## src/rtl/bist_pkg.sv

```systemverilog
// Shared types and width helpers for the BIST sequencer family.
package bist_pkg;

  typedef enum logic [2:0] {
    IDLE       = 3'd0,
    ARMED      = 3'd1,
    RUN        = 3'd2,
    DONE       = 3'd3,
    DONE_ARMED = 3'd4
  } bist_state_e;

  // Width needed to hold values 0..max_val-1, never narrower than one bit.
  function automatic int unsigned cnt_width(input int unsigned max_val);
    return (max_val > 1) ? $clog2(max_val) : 1;
  endfunction

endpackage

```

## src/rtl/bist_loop_cnt.sv

```systemverilog
// Nested inner/outer loop counter: i runs 0..N (N is the gap slot), r runs 0..M-1.
module bist_loop_cnt
  import bist_pkg::*;
#(
  parameter int unsigned N    = 9,
  parameter int unsigned M    = 9,
  parameter int unsigned CW_N = cnt_width(N + 1),
  parameter int unsigned CW_M = cnt_width(M)
) (
  input  logic            clk,
  input  logic            rst_n,
  input  logic            clr,
  input  logic            en,
  output logic [CW_M-1:0] r_o,
  output logic            gap_o,
  output logic            last_o
);

  localparam logic [CW_N-1:0] I_MAX = CW_N'(N);
  localparam logic [CW_M-1:0] R_MAX = CW_M'(M - 1);

  logic [CW_N-1:0] i_q, i_d;
  logic [CW_M-1:0] r_q, r_d;
  logic            gap;
  logic            last_round;

  // Compare with >= so any out-of-range value folds back to zero on the next step.
  assign gap        = (i_q >= I_MAX);
  assign last_round = (r_q >= R_MAX);

  always_comb begin
    i_d = i_q;
    r_d = r_q;
    if (clr) begin
      i_d = '0;
      r_d = '0;
    end else if (en) begin
      if (!gap) begin
        i_d = i_q + 1'b1;
      end else begin
        i_d = '0;
        r_d = last_round ? '0 : r_q + 1'b1;
      end
    end
  end

  always_ff @(posedge clk or negedge rst_n) begin
    if (!rst_n) begin
      i_q <= '0;
      r_q <= '0;
    end else begin
      i_q <= i_d;
      r_q <= r_d;
    end
  end

  assign r_o    = r_q;
  assign gap_o  = gap;
  assign last_o = gap & last_round;

endmodule

```

## src/rtl/bist_seq_ctrl.sv

```systemverilog
// START-handshaked BIST sequencer: M rounds of N active cycles plus one gap, rotating channels per round.
module bist_seq_ctrl
  import bist_pkg::*;
#(
  parameter int unsigned N      = 9,
  parameter int unsigned M      = 9,
  parameter int unsigned NUM_CH = 1,
  parameter int unsigned CW_N   = cnt_width(N + 1),
  parameter int unsigned CW_M   = cnt_width(M)
) (
  input  logic              CLK,
  input  logic              RESET_N,
  input  logic              START,
  input  logic              ABORT,
  input  logic              LOOP,
  output logic [NUM_CH-1:0] OUT,
  output logic              RUNNING,
  output logic              BIST_END,
  output logic              ABORTED,
  output logic [CW_M-1:0]   ROUND
);

  bist_state_e     state_q, state_d;
  logic            aborted_q, aborted_d;
  logic            cnt_clr;
  logic            cnt_en;
  logic [CW_M-1:0] r;
  logic            gap;
  logic            last_gap;
  logic            launch;

  bist_loop_cnt #(
    .N    (N),
    .M    (M),
    .CW_N (CW_N),
    .CW_M (CW_M)
  ) u_loop_cnt (
    .clk    (CLK),
    .rst_n  (RESET_N),
    .clr    (cnt_clr),
    .en     (cnt_en),
    .r_o    (r),
    .gap_o  (gap),
    .last_o (last_gap)
  );

  assign launch = START && ((state_q == ARMED) || (state_q == DONE_ARMED));

  always_ff @(posedge CLK or negedge RESET_N) begin
    if (!RESET_N) begin
      state_q   <= IDLE;
      aborted_q <= 1'b0;
    end else begin
      state_q   <= state_d;
      aborted_q <= aborted_d;
    end
  end

  always_comb begin
    state_d = state_q;
    case (state_q)
      IDLE:       if (!START) state_d = ARMED;
      ARMED:      if (START) state_d = RUN;
      RUN:        if (ABORT || (last_gap && !LOOP)) state_d = DONE;
      DONE:       if (!START) state_d = DONE_ARMED;
      DONE_ARMED: if (START) state_d = RUN;
      default:    state_d = IDLE;
    endcase
  end

  // Counters are held cleared outside RUN, so every launch starts at i=0, r=0.
  always_comb begin
    cnt_clr   = (state_q != RUN) || ABORT;
    cnt_en    = (state_q == RUN);
    aborted_d = aborted_q;
    if ((state_q == RUN) && ABORT) begin
      aborted_d = 1'b1;
    end else if (launch) begin
      aborted_d = 1'b0;
    end
  end

  always_comb begin
    OUT      = '0;
    RUNNING  = 1'b0;
    BIST_END = 1'b0;
    ABORTED  = 1'b0;
    ROUND    = '0;
    case (state_q)
      IDLE, ARMED: begin
        ABORTED = aborted_q;
      end
      RUN: begin
        RUNNING = 1'b1;
        ABORTED = aborted_q;
        ROUND   = r;
        if (!gap) begin
          for (int unsigned c = 0; c < NUM_CH; c++) begin
            OUT[c] = (c == (int'(r) % NUM_CH));
          end
        end
      end
      DONE, DONE_ARMED: begin
        BIST_END = 1'b1;
        ABORTED  = aborted_q;
      end
      default: ;
    endcase
  end

endmodule

```

## config.mk

```make
export PLATFORM = sky130hd
export DESIGN_NAME = bist_seq_ctrl
export DESIGN_NICKNAME = d
export VERILOG_FILES = /design/src/rtl/bist_pkg.sv /design/src/rtl/bist_loop_cnt.sv /design/src/rtl/bist_seq_ctrl.sv
export SDC_FILE = /design/constraint.sdc
export NUM_CORES = 1
export LEC_CHECK = 0
export CAP_MARGIN = 20
export CORE_MARGIN = 3
export CORE_UTILIZATION = 45
export DETAILED_ROUTE_END_ITERATION = 10
export GPL_TIMING_DRIVEN = 0
export PLACE_DENSITY = 0.74
export SYNTH_ARGS = -nofsm -noshare
export SYNTH_HDL_FRONTEND = slang
export SYNTH_SLANG_ARGS = --single-unit
```

## constraint.sdc

```tcl
create_clock -name CLK -period 1.4 [get_ports CLK]
set_input_delay 0.42 -clock CLK [delete_from_list [all_inputs] [get_ports CLK]]
set_output_delay 0.42 -clock CLK [all_outputs]
set_load 0.05 [all_outputs]
```

==> results of run 1 <==
cell families (layout without fill, tap and decap cells):
| logic type | count (synthesis) | in the layout |
|---|---|---|
| buffers and inverters | 8 | 32 |
| DFF | 12 | 12 |
| and+or+nand+nor | 34 | 34 |
| adders and majority gates | 5 | 5 |
| xor gates and xnor gates | 2 | 2 |
| AOI/OAI and AO/OA | 13 | 13 |
| muxes | 3 | 3 |
power by group:
part | internal [mW] | switching, mW
combinational | 0.569 | 0.577
sequential | 0.410 | 0.0527
clock | 0.0991 | 0.108
layer usage:
metal	up-vias	wire length, um	global-route usage, %
met3	0	65	3.45
met1	310	767	23.6
met4	0	0	3.31
met5	-	0	0
met2	20	778	26.3
li1	322	-	-
placed cells by master, fill, tap and decap left out, types with 2 or more instances in the layout:
| cell type | synthesis | layout |
|---|---|---|
| a21oi_2 | 0 | 2 |
| and2_2 | 0 | 4 |
| buf_4 | 1 | 8 |
| buf_6 | 2 | 9 |
| buf_8 | 0 | 2 |
| clkbuf_4 | 0 | 3 |
| clkdlybuf4s50_1 | 0 | 4 |
| dfrtp_1 | 12 | 11 |
| ha_1 | 5 | 3 |
| ha_2 | 0 | 2 |
| inv_1 | 4 | 3 |
| inv_2 | 1 | 2 |
| nand2_1 | 4 | 4 |
| nand3_1 | 2 | 2 |
| nand4_1 | 3 | 3 |
| nor2_1 | 4 | 3 |
| nor2b_1 | 4 | 3 |
| nor3_2 | 0 | 4 |
| nor3b_4 | 1 | 2 |
| o21ai_0 | 6 | 5 |
| o31ai_2 | 0 | 2 |
| xnor2_1 | 2 | 2 |
area by class of cell:
cell class | instances | area, um^2 | share of cell area, %
multi-input combinational | 57 | 518 | 46.4
sequential | 12 | 302 | 27.0
timing repair buffer | 22 | 214 | 19.1
clock buffer | 3 | 22.5 | 2.02
buffer | 2 | 22.5 | 2.02
tap | 16 | 20.0 | 1.79
inverter | 5 | 18.8 | 1.68
repair_timing:
item	4_1_cts	5_1_grt
resized for setup	71	5
endpoints found under the setup margin	17	17
setup buffers	7	5
endpoints found under the hold margin	0	0
pin swaps	5	6
through the flow:
stage	setup slack (ns)	area, um^2	utilization (%)
after floorplan	-0.548	806	-
after global routing	-0.571	1120	72.5
after global placement	-1.22	946	61.4
after CTS	-0.496	1070	69.6
final	-0.486	1120	72.5
after detailed placement	-1.25	946	61.4
sequential cells by signal, indices dropped and copies added (netlist names):
name / flops
aborted_q: 1
state_q: 3
u_loop_cnt.i_q: 4
u_loop_cnt.r_o: 4
final timing paths:
kind                            cells after the start           endpoint  slack, ns               from
min in group CLK                                    1          aborted_q       0.54          aborted_q
worst max-delay path                                6                OUT      -0.49  u_loop_cnt.i_q[1]
max in group asynchronous                           1         state_q[0]       0.50            RESET_N
worst min-delay path                                1  u_loop_cnt.r_o[1]       0.51            RESET_N
worst max register to register                      6  u_loop_cnt.r_o[3]      -0.17  u_loop_cnt.i_q[0]
worst min register to register                      1          aborted_q       0.54          aborted_q
==> summary.txt, run 1 <==
Outcome
  • Outcome: finished, violations left
  • Failing checks: setup timing

Synthesis
  • Simple-Gate Fraction of Synth Area: 28.4%
  • Warnings from Yosys: 0
  • Largest area contributor in the netlist: dfrtp_1
  • Xor/xnor share of the synthesized area: 2.31%
  • Synth Instances: 77
  • Post-synthesis area per instance: 9.83 um^2
  • Synth Area in Adders: 8.26%
  • Most common library cells after synthesis: dfrtp_1 (12), o21ai_0 (6), and2_1 (5), ha_1 (5)
  • Most used DFF post-synth: dfrtp_1
  • Flop and latch count out of synthesis: 12
  • Ys async rst share: 100%
  • Compound-cell area share of the yosys netlist: between 10% and 20%
  • Mux contribution to synthesized area: 4.30%
  • Distinct cell type count of the synthesized netlist: 30
  • Mapped Area: approximately 760 um^2
  • Sequential area share after synthesis: about two fifths
  • Main combinational cell family by area after synthesis: simple AND/OR/NAND/NOR gates
  • Post-synth EDFFs: 0
  • Synth top area share: 39.7%
  • Synth area leaders: dfrtp_1 (40%), ha_1 (8.3%), and2_1 (4.1%), o21ai_0 (4.0%), nor2b_1 (3.3%)
  • Net count after synthesis: 87
  • Most common cell in the synthesized netlist: dfrtp_1

Floorplanning
  • Die area: 2210 um^2
  • Die width: 47.0 um
  • Number of I/O pins: 13
  • Core ar.: around 1500 um^2
  • Chip height: 47.0 um
  • FP Rows: 14
  • Initial Util: 49.1%

Cells and area
  • # diodes: 0
  • Final non-filler cell total: around 120
  • Fraction of layout cells with a size suffix above 1: 52.5%
  • Syn-to-layout area delta: 47.6%
  • Fill count: 115
  • Final #Nets: 113

Detailed routing
  • TritonRoute pass-1 iters: 5
  • Via count: 652
  • Final wirelength: 1.61 mm
  • Vias/cell: 5.57
  • Routed WL per cell: 13.8 um
  • DRT iter0 DRCs: 25
  • Final ANT Viol Nets: 0
  • Drc violations: 0

Critical path
  • WP buf/inv: 2
  • Delay-heaviest family, CP: simple AND/OR/NAND/NOR gates
  • CP max stage delay: 0.40 ns
  • Crit. End Element: primary output
  • Critical Path AT: 1.47 ns
  • CP max-delay cell: dfrtp_1
  • Cell Chain, Critical Path: inv_2 -> ha_2 -> nor3b_4 -> nor2_4 -> nor2b_4 -> buf_8
  • CP Max Fanout: 2
  • Critical path startpoint category: flop
  • CP Data Required Time: 0.98 ns
  • CP Class: flop to primary output

Clocking
  • CTS HTree Levels: 1
  • Total CTS buffers: 3
  • # clock sinks: 12
  • Clk_lat worst skew: around 0.26 ns
  • Clock Tree Root: clkbuf_4
  • TritonCTS clock tree: yes
  • Clock transition at the registers of the reported paths: 0.08 ns
  • Maximum root-to-sink buffer count: 2
  • CTS hold repair buffers: 0

Worst hold path
  • Worst Hold Class: input pin to asynchronous set/reset pin

Global routing
  • Congestion Overflow GR: 0
  • Global-route wire length before repair: between 2 and 3 mm
  • Largest net degree at the start of global routing: 13
  • Initial antenna violation count: 0
  • Total GRT Usage: 16.7%
  • Vias in the first global route: around 580

Power and ir drop
  • Leakage power total: 0.481 nW
  • Total power: approximately 1.8 mW
  • Peak supply drop: around 1.3 mV
  • Pwr dens: 1630 nW/um^2

STA
  • Minimum clock period: around 1.9 ns
  • Endpoints failing setup: 9
  • Final Cycle Share: 135%
  • Tightest Pin Transition: 0.549 ns
  • Hold slack: 0.511 ns
  • RSZ-0062 raised after global routing: yes
  • Clock Skew: ~0.0028 ns
  • Final setup TNS: -3.36 ns
  • Final worst setup slack: -0.486 ns
  • Slew HR: 63.3%
  • F_max: 0.530 GHz
  • Final-report hold violation count: 0
  • Max-slew violations: 0

Place
  • Post-DP HPWL: 1.15 mm
  • Final GP Congestion: about 0.72
  • Dpl cells: 105
  • Port Buffer Count: 12

Run
  • Max-cap violation count: 0
Note: power is estimated with default switching activity, not from simulation.
==> inputs of run 2 (changes only) <==
Settings changed: PLACE_DENSITY 0.74 to 0.72.
==> run 2 against run 1 <==
  * The run still ends with setup timing left
  * Critical path depth stayed put
  * Worst setup slack lost 0.079 ns
  * Clock power rose by 4%
  * Die area is the same
  * Clock-buffer cell count unchanged
  * First-iteration DRC count shrank 36%
  * Largest power group unchanged
  * Highest routed layer is now met4
==> summary.txt, run 2 (same netlist as run 1, synthesis figures left out) <==
Cells and area
  • Most common cell after layout, fill and taps aside: dfrtp_1
  • Fraction of layout cells with a size suffix above 1: 54.7% (+2.2 points)
  • Footprint of the multi-input gates: 546 um^2 (+5.3%)
  • Design Area, Final: 1230 um^2 (+10%)
  • Fill count: 96 (-17%)
  • Final #Nets: 118 (+4.4%)
  • Final non-filler cell total: 122 (+4.3%)
  • Commonest cells after routing, fill and taps aside: dfrtp_1 (11), buf_8 (9), buf_4 (9)
  • # diodes: 0 (unchanged)
  • Syn-to-layout area delta: 62.5%
  • Sequential cell area: 302 um^2 (unchanged)

Run
  • Max-cap violation count: 0 (unchanged)

Critical path
  • Critical path startpoint category: flop
  • Critical Path AT: 1.54 ns (+0.07 ns)
  • Crit. End Element: primary output
  • CP Data Required Time: 0.98 ns (about the same)
  • CP max stage delay: 0.38 ns (-0.02 ns)
  • Cell Chain, Critical Path: inv_1 -> ha_2 -> nor3b_4 -> nor2_4 -> nor2b_4 -> buf_8
  • CP Max Fanout: 2 (unchanged)
  • CP max-delay cell: dfrtp_1
  • CP Class: flop to primary output

STA
  • Clock Skew: 0.00189 ns (-0.000949 ns)
  • Final worst setup slack: -0.565 ns (-0.0790 ns)
  • RSZ-0062 raised after global routing: yes
  • Tightest Pin Transition: 0.566 ns (+0.0173 ns)
  • Max-slew violations: 0 (unchanged)
  • Endpoints failing setup: 17 (+8)
  • Slew HR: 62.1% (-1.2 points)
  • Final Cycle Share: 140% (+5.6 points)
  • Minimum clock period: 1.96 ns (+0.0790 ns)
  • Final-report hold violation count: 0 (unchanged)
  • F_max: 0.509 GHz (-4.0%)

Detailed routing
  • Via count: 694 (+6.4%)
  • Final wirelength: 1.93 mm (+20%)
  • Vias/cell: 5.69 (+2.1%)
  • DRT iter0 DRCs: 16 (-36%)
  • Routed WL per cell: 15.8 um (+15%)
  • TritonRoute pass-1 iters: 4 (-1)
  • Drc violations: 0 (unchanged)
  • Final ANT Viol Nets: 0 (unchanged)

Place
  • Port Buffer Count: 12 (unchanged)
  • Final GP Congestion: 0.756 (+5.1%)
  • Dpl cells: 105 (unchanged)
  • Placed Area: 946 um^2 (unchanged)
  • Post-DP HPWL: 1.06 mm (-7.8%)

Clocking
  • Total CTS buffers: 3 (unchanged)
  • Clock transition at the registers of the reported paths: 0.07 ns (about the same)
  • # clock sinks: 12 (unchanged)
  • Clk_lat worst skew: 0.28 ns (+0.02 ns)
  • Clock Tree Root: clkbuf_4
  • Maximum root-to-sink buffer count: 2 (unchanged)
  • CTS hold repair buffers: 0 (unchanged)
  • CTS HTree Levels: 1 (unchanged)
  • TritonCTS clock tree: yes

Floorplanning
  • Die area: 2210 um^2 (unchanged)
  • Die width: 47.0 um (unchanged)
  • Chip height: 47.0 um (unchanged)
  • Initial Util: 49.1% (unchanged)
  • Number of I/O pins: 13 (unchanged)
  • FP Rows: 14 (unchanged)
  • Core ar.: 1540 um^2 (unchanged)

Global routing
  • Initial antenna violation count: 0 (unchanged)
  • Vias in the first global route: 701 (+21%)
  • Total GRT Usage: 18.6% (+2.0 points)
  • Congestion Overflow GR: 0 (unchanged)
  • Global-route wire length before repair: 2.95 mm (+12%)
  • Largest net degree at the start of global routing: 13 (unchanged)

Worst hold path
  • Worst Hold Class: input pin to asynchronous set/reset pin

Power and ir drop
  • Sw Ratio: 40.4% (-0.25 points)
  • Pwr dens: 1640 nW/um^2 (+0.58%)
  • Leakage power total: 0.522 nW (+8.4%)
  • Peak supply drop: 1.76 mV (+35%)
  • P_int: 1.20 mW (+11%)
  • Combinational share of power: 65.2% (+2.1 points)
  • Sequential Power Share: 24.1% (-1.4 points)
  • NetSw: 813 uW (+10%)
  • Clock share of power: 10.7% (-0.7 points)
  • Total power: 2.01 mW (+11%)

Outcome
  • Outcome: finished, violations left
  • Failing checks: setup timing
[run 2: power by group through the flow]
stage | sequential (mW) | combinational, mW | clock (mW)
finish | 0.484 | 1.31 | 0.216
global route | 0.493 | 1.39 | 0.229
CTS | 0.476 | 1.12 | 0.215
detailed placement | 0.478 | 0.840 | 0
global placement | 0.477 | 0.836 | 0
floorplan | 0.467 | 0.652 | 0
[run 2: per-stage QoR]
| step | util (%) | worst slack (ns) | hold slack [ns] | setup TNS (ns) |
|---|---|---|---|---|
| 2_1_floorplan | - | -0.548 | 0.124 | -3.73 |
| 3_3_place_gp | 61.4 | -1.21 | 0.506 | -8.72 |
| 3_5_place_dp | 61.4 | -1.25 | 0.509 | -9.19 |
| 4_1_cts | 72.7 | -0.509 | 0.535 | -3.77 |
| 5_1_grt | 79.8 | -0.615 | 0.537 | -5.49 |
| 6_report | 79.8 | -0.565 | 0.504 | -4.50 |
[run 2: repair_timing]
action	in CTS	in global routing
endpoints found under the setup margin	17	17
setup buffers	10	5
gates resized for setup	75	21
pin swaps	4	11
[run 2: worst paths after layout]
check	startpoint	endpoint	slack [ns]	depth (start not counted)
max in group asynchronous	RESET_N	state_q[0]	0.49	1
setup / recovery	u_loop_cnt.i_q[1]	OUT	-0.56	6
hold / removal	RESET_N	u_loop_cnt.r_o[2]	0.50	1
hold reg to reg	aborted_q	aborted_q	0.54	1
setup reg to reg	u_loop_cnt.i_q[0]	u_loop_cnt.r_o[3]	-0.25	7
min in group CLK	aborted_q	aborted_q	0.54	1
[run 2: area by class of cell]
class / count / area share [%]
inverters: 5 / 1.53
plain buffers: 3 / 2.75
flip-flops and latches: 12 / 24.5
repair buffers: 26 / 23.4
clock buffers: 3 / 1.83
multi-input cells: 57 / 44.4
well taps: 16 / 1.63
[run 2: layer usage]
metal / up-vias / GRT usage, % / routed length, um
li1: 331 / - / -
met1: 335 / 23.1 / 836
met2: 21 / 31.2 / 955
met3: 7 / 3.07 / 80
met4: 0 / 8.84 / 56
met5: - / 0 / 0
[run 2: worst max-delay path, delay by kind of cell (launching register included)]
family | cells | cell delay (ns)
flip-flops | 1 | 0.38
buffers and inverters | 2 | 0.24
adder cells (fa/ha/maj) | 1 | 0.19
AND/OR/NAND/NOR | 3 | 0.46
==> inputs of run 3 (changes only) <==
Settings changed: CELL_PAD_IN_SITES_DETAIL_PLACEMENT from default to 0, CELL_PAD_IN_SITES_GLOBAL_PLACEMENT from default to 2, CORE_ASPECT_RATIO from default to 1.5, CORE_UTILIZATION 45 to 28, CTS_CLUSTER_DIAMETER from default to 200, PLACE_DENSITY 0.72 to default, PLACE_DENSITY_LB_ADDON from default to 0.1, SETUP_SLACK_MARGIN from default to 0.4.
==> run 3 against run 2 <==
  * The run still ends with setup timing left
  * Clock skew about the same
  * Sequential cell count unchanged
  * Cell count rose by 23%
  * Global-route usage is 5.2 points lower
  * Final area increased by 13%
  * Sequential power about the same
  * Critical endpoint unchanged
  * Largest cell class unchanged
  * Worst hold slack worse by 0.39 ns
  * Via count fell by 0.72%
  * Non-clock buffer count up 7
==> summary.txt, run 3 (same netlist as run 1, synthesis figures left out) <==
Critical path
  • Worst r2r src: u_loop_cnt.i_q[0]
  • Crit. End Element: primary output
  • WP buf/inv: 2 (unchanged)
  • CP Max Fanout: 6 (+4)
  • CP max-delay cell: dfrtp_2
  • Critical Path AT: 1.51 ns (-0.03 ns)
  • Worst Setup SP: state_q[0]
  • CP max stage delay: 0.48 ns (+0.10 ns)
  • CP Class: flop to primary output
  • CP Data Required Time: 0.98 ns (about the same)
  • Cell Chain, Critical Path: nor3b_4 -> buf_4 -> nor2b_4 -> buf_8
  • Critical path startpoint category: flop
  • Delay-heaviest family, CP: flip-flops

Global routing
  • Total GRT Usage: 13.4% (-5.2 points)
  • GRT busiest layer: met2
  • GR Layer Usage met1: 13.5% (-9.6 points)
  • M3 GR Usage: 3.23% (+0.16 points)
  • Global-route wire length before repair: 3.41 mm (+15%)
  • Congestion Overflow GR: 0 (unchanged)
  • Vias in the first global route: 731 (+4.3%)
  • Largest net degree at the start of global routing: 13 (unchanged)
  • Met2 Track Usage GR: 25.0% (-6.2 points)
  • Initial antenna violation count: 0 (unchanged)

Clocking
  • Maximum root-to-sink buffer count: 2 (unchanged)
  • # clock sinks: 12 (unchanged)
  • CTS hold repair buffers: 0 (unchanged)
  • TritonCTS clock tree: yes
  • Clock transition at the registers of the reported paths: 0.09 ns (+0.02 ns)
  • Total CTS buffers: 3 (unchanged)
  • Clock Tree Root: clkbuf_4
  • Clk_lat worst skew: 0.28 ns (about the same)
  • CTS HTree Levels: 1 (unchanged)

Cells and area
  • Util after Layout: 55.5% (-24 points)
  • Commonest cells after routing, fill and taps aside: buf_4 (15), dfrtp_1 (11), buf_6 (8)
  • Footprint of the multi-input gates: 599 um^2 (+9.9%)
  • Fill count: 229 (+140%)
  • Fraction of layout cells with a size suffix above 1: 62.3% (+7.6 points)
  • Design Area, Final: 1390 um^2 (+13%)
  • Final #Nets: 125 (+5.9%)
  • Syn-to-layout area delta: 83.6%
  • Final non-filler cell total: 150 (+23%)
  • Sequential cell area: 302 um^2 (unchanged)
  • Most common cell after layout, fill and taps aside: buf_4
  • # diodes: 0 (unchanged)

STA
  • Max-slew violations: 0 (unchanged)
  • Clock Skew: 0.00157 ns (-0.000325 ns)
  • Final Cycle Share: 138% (-2.5 points)
  • F_max: 0.518 GHz (+1.8%)
  • Tightest Pin Transition: 0.576 ns (+0.00975 ns)
  • Slew HR: 61.5% (-0.59 points)
  • Endpoints failing setup: 17 (unchanged)
  • Minimum clock period: 1.93 ns (-0.0351 ns)
  • Final worst setup slack: -0.529 ns (+0.0351 ns)
  • Final-report hold violation count: 0 (unchanged)
  • Final setup TNS: -4.46 ns (+0.0468 ns)
  • RSZ-0062 raised after global routing: yes

Place
  • Dpl cells: 125 (+19%)
  • Placed Area: 981 um^2 (+3.7%)
  • Post-DP HPWL: 1.30 mm (+23%)
  • Port Buffer Count: 12 (unchanged)
  • Final GP Congestion: 0.673 (-11%)

Power and ir drop
  • P_int: 1.45 mW (+21%)
  • Combinational share of power: 66.8% (+1.6 points)
  • Leakage power total: 0.592 nW (+13%)
  • NetSw: 902 uW (+11%)
  • Clock share of power: 12.7% (+2.0 points)
  • Pwr dens: 1690 nW/um^2 (+3.4%)
  • Sw Ratio: 38.4% (-2.0 points)
  • Total power: 2.35 mW (+17%)
  • Sequential Power Share: 20.5% (-3.6 points)
  • Peak supply drop: 1.54 mV (-12%)

Detailed routing
  • Drc violations: 0 (unchanged)
  • Vias/cell: 4.59 (-19%)
  • Via count: 689 (-0.72%)
  • DRT iter0 DRCs: 7 (-9)
  • Final ANT Viol Nets: 0 (unchanged)
  • TritonRoute pass-1 iters: 4 (unchanged)
  • Routed WL per cell: 13.6 um (-14%)
  • Final wirelength: 2.05 mm (+6.1%)

Floorplanning
  • Die width: 48.5 um (+3.1%)
  • Chip height: 69.7 um (+48%)
  • Core ar.: 2500 um^2 (+62%)
  • Number of I/O pins: 13 (unchanged)
  • Die area: 3380 um^2 (+53%)
  • Initial Util: 30.2% (-19 points)
  • FP Rows: 22 (+8)

Outcome
  • Outcome: finished, violations left
  • Failing checks: setup timing

Worst hold path
  • Worst Hold Class: input pin to asynchronous set/reset pin

Run
  • Max-cap violation count: 0 (unchanged)
[run 3: cell count changes in the layout (fill, tap and decap cells not counted), sizes merged]
| cell | delta |
|---|---|
| clkdlybuf4s50 | -2 |
| dlymetal6s2s | +1 |
| buf | +7 |
| clkbuf | +1 |
| dlygate4sd2 | +1 |
[run 3: metrics by stage]
step                setup slack, ns  hold slack (ns)
finish                       -0.529            0.111
global route                 -0.594            0.142
CTS                          -0.526            0.528
detailed placement            -1.24            0.517
global placement              -1.24            0.519
floorplan                    -0.548            0.124
[run 3: area by class of cell]
cell class,instances,area share (%)
inverters,5,1.35
well taps,36,3.24
multi-input cells,57,43.1
repair buffers,33,24.9
plain buffers,3,3.06
clock buffers,4,2.61
flip-flops and latches,12,21.7
[run 3: repair_timing]
action / CTS / global route
setup buffers: 18 / 3
hold endpoints to repair: 0 / 0
resized for setup: 86 / 21
pin swaps: 9 / 5
endpoints found under the setup margin: 20 / 21
[run 3: power by group through the flow]
stage               registers (mW)  clock network (mW)  logic, mW
floorplan                    0.468                   0      0.680
global placement             0.486                   0      0.877
detailed placement           0.489                   0      0.883
CTS                          0.477               0.300       1.40
global route                 0.489               0.326       1.66
finish                       0.483               0.298       1.57
[run 3: layer usage]
| metal | share of wire [%] | vias to the layer above | wire [um] |
|---|---|---|---|
| met5 | 0 | - | 0 |
| met4 | 1.0 | 0 | 21 |
| met3 | 3.0 | 2 | 62 |
| met2 | 58 | 11 | 1180 |
| met1 | 38 | 335 | 784 |
| li1 | - | 341 | - |
[run 3: worst register-to-register path, stage by stage, from the launching register on]
cell	delay, ns
dfrtp_1	0.43
inv_2	0.06
ha_4	0.15
nor3b_4	0.15
buf_4	0.14
buf_6	0.10
or4_4	0.41
a21oi_2	0.12
[run 3: worst paths after layout]
path	slack, ns	cells past startpoint	endpoint
setup / recovery	-0.53	4	OUT
hold / removal	0.11	1	u_loop_cnt.r_o[0]
setup reg to reg	-0.23	7	u_loop_cnt.r_o[3]
hold reg to reg	0.56	1	aborted_q
max in group asynchronous	0.88	1	state_q[0]
min in group CLK	0.56	1	aborted_q
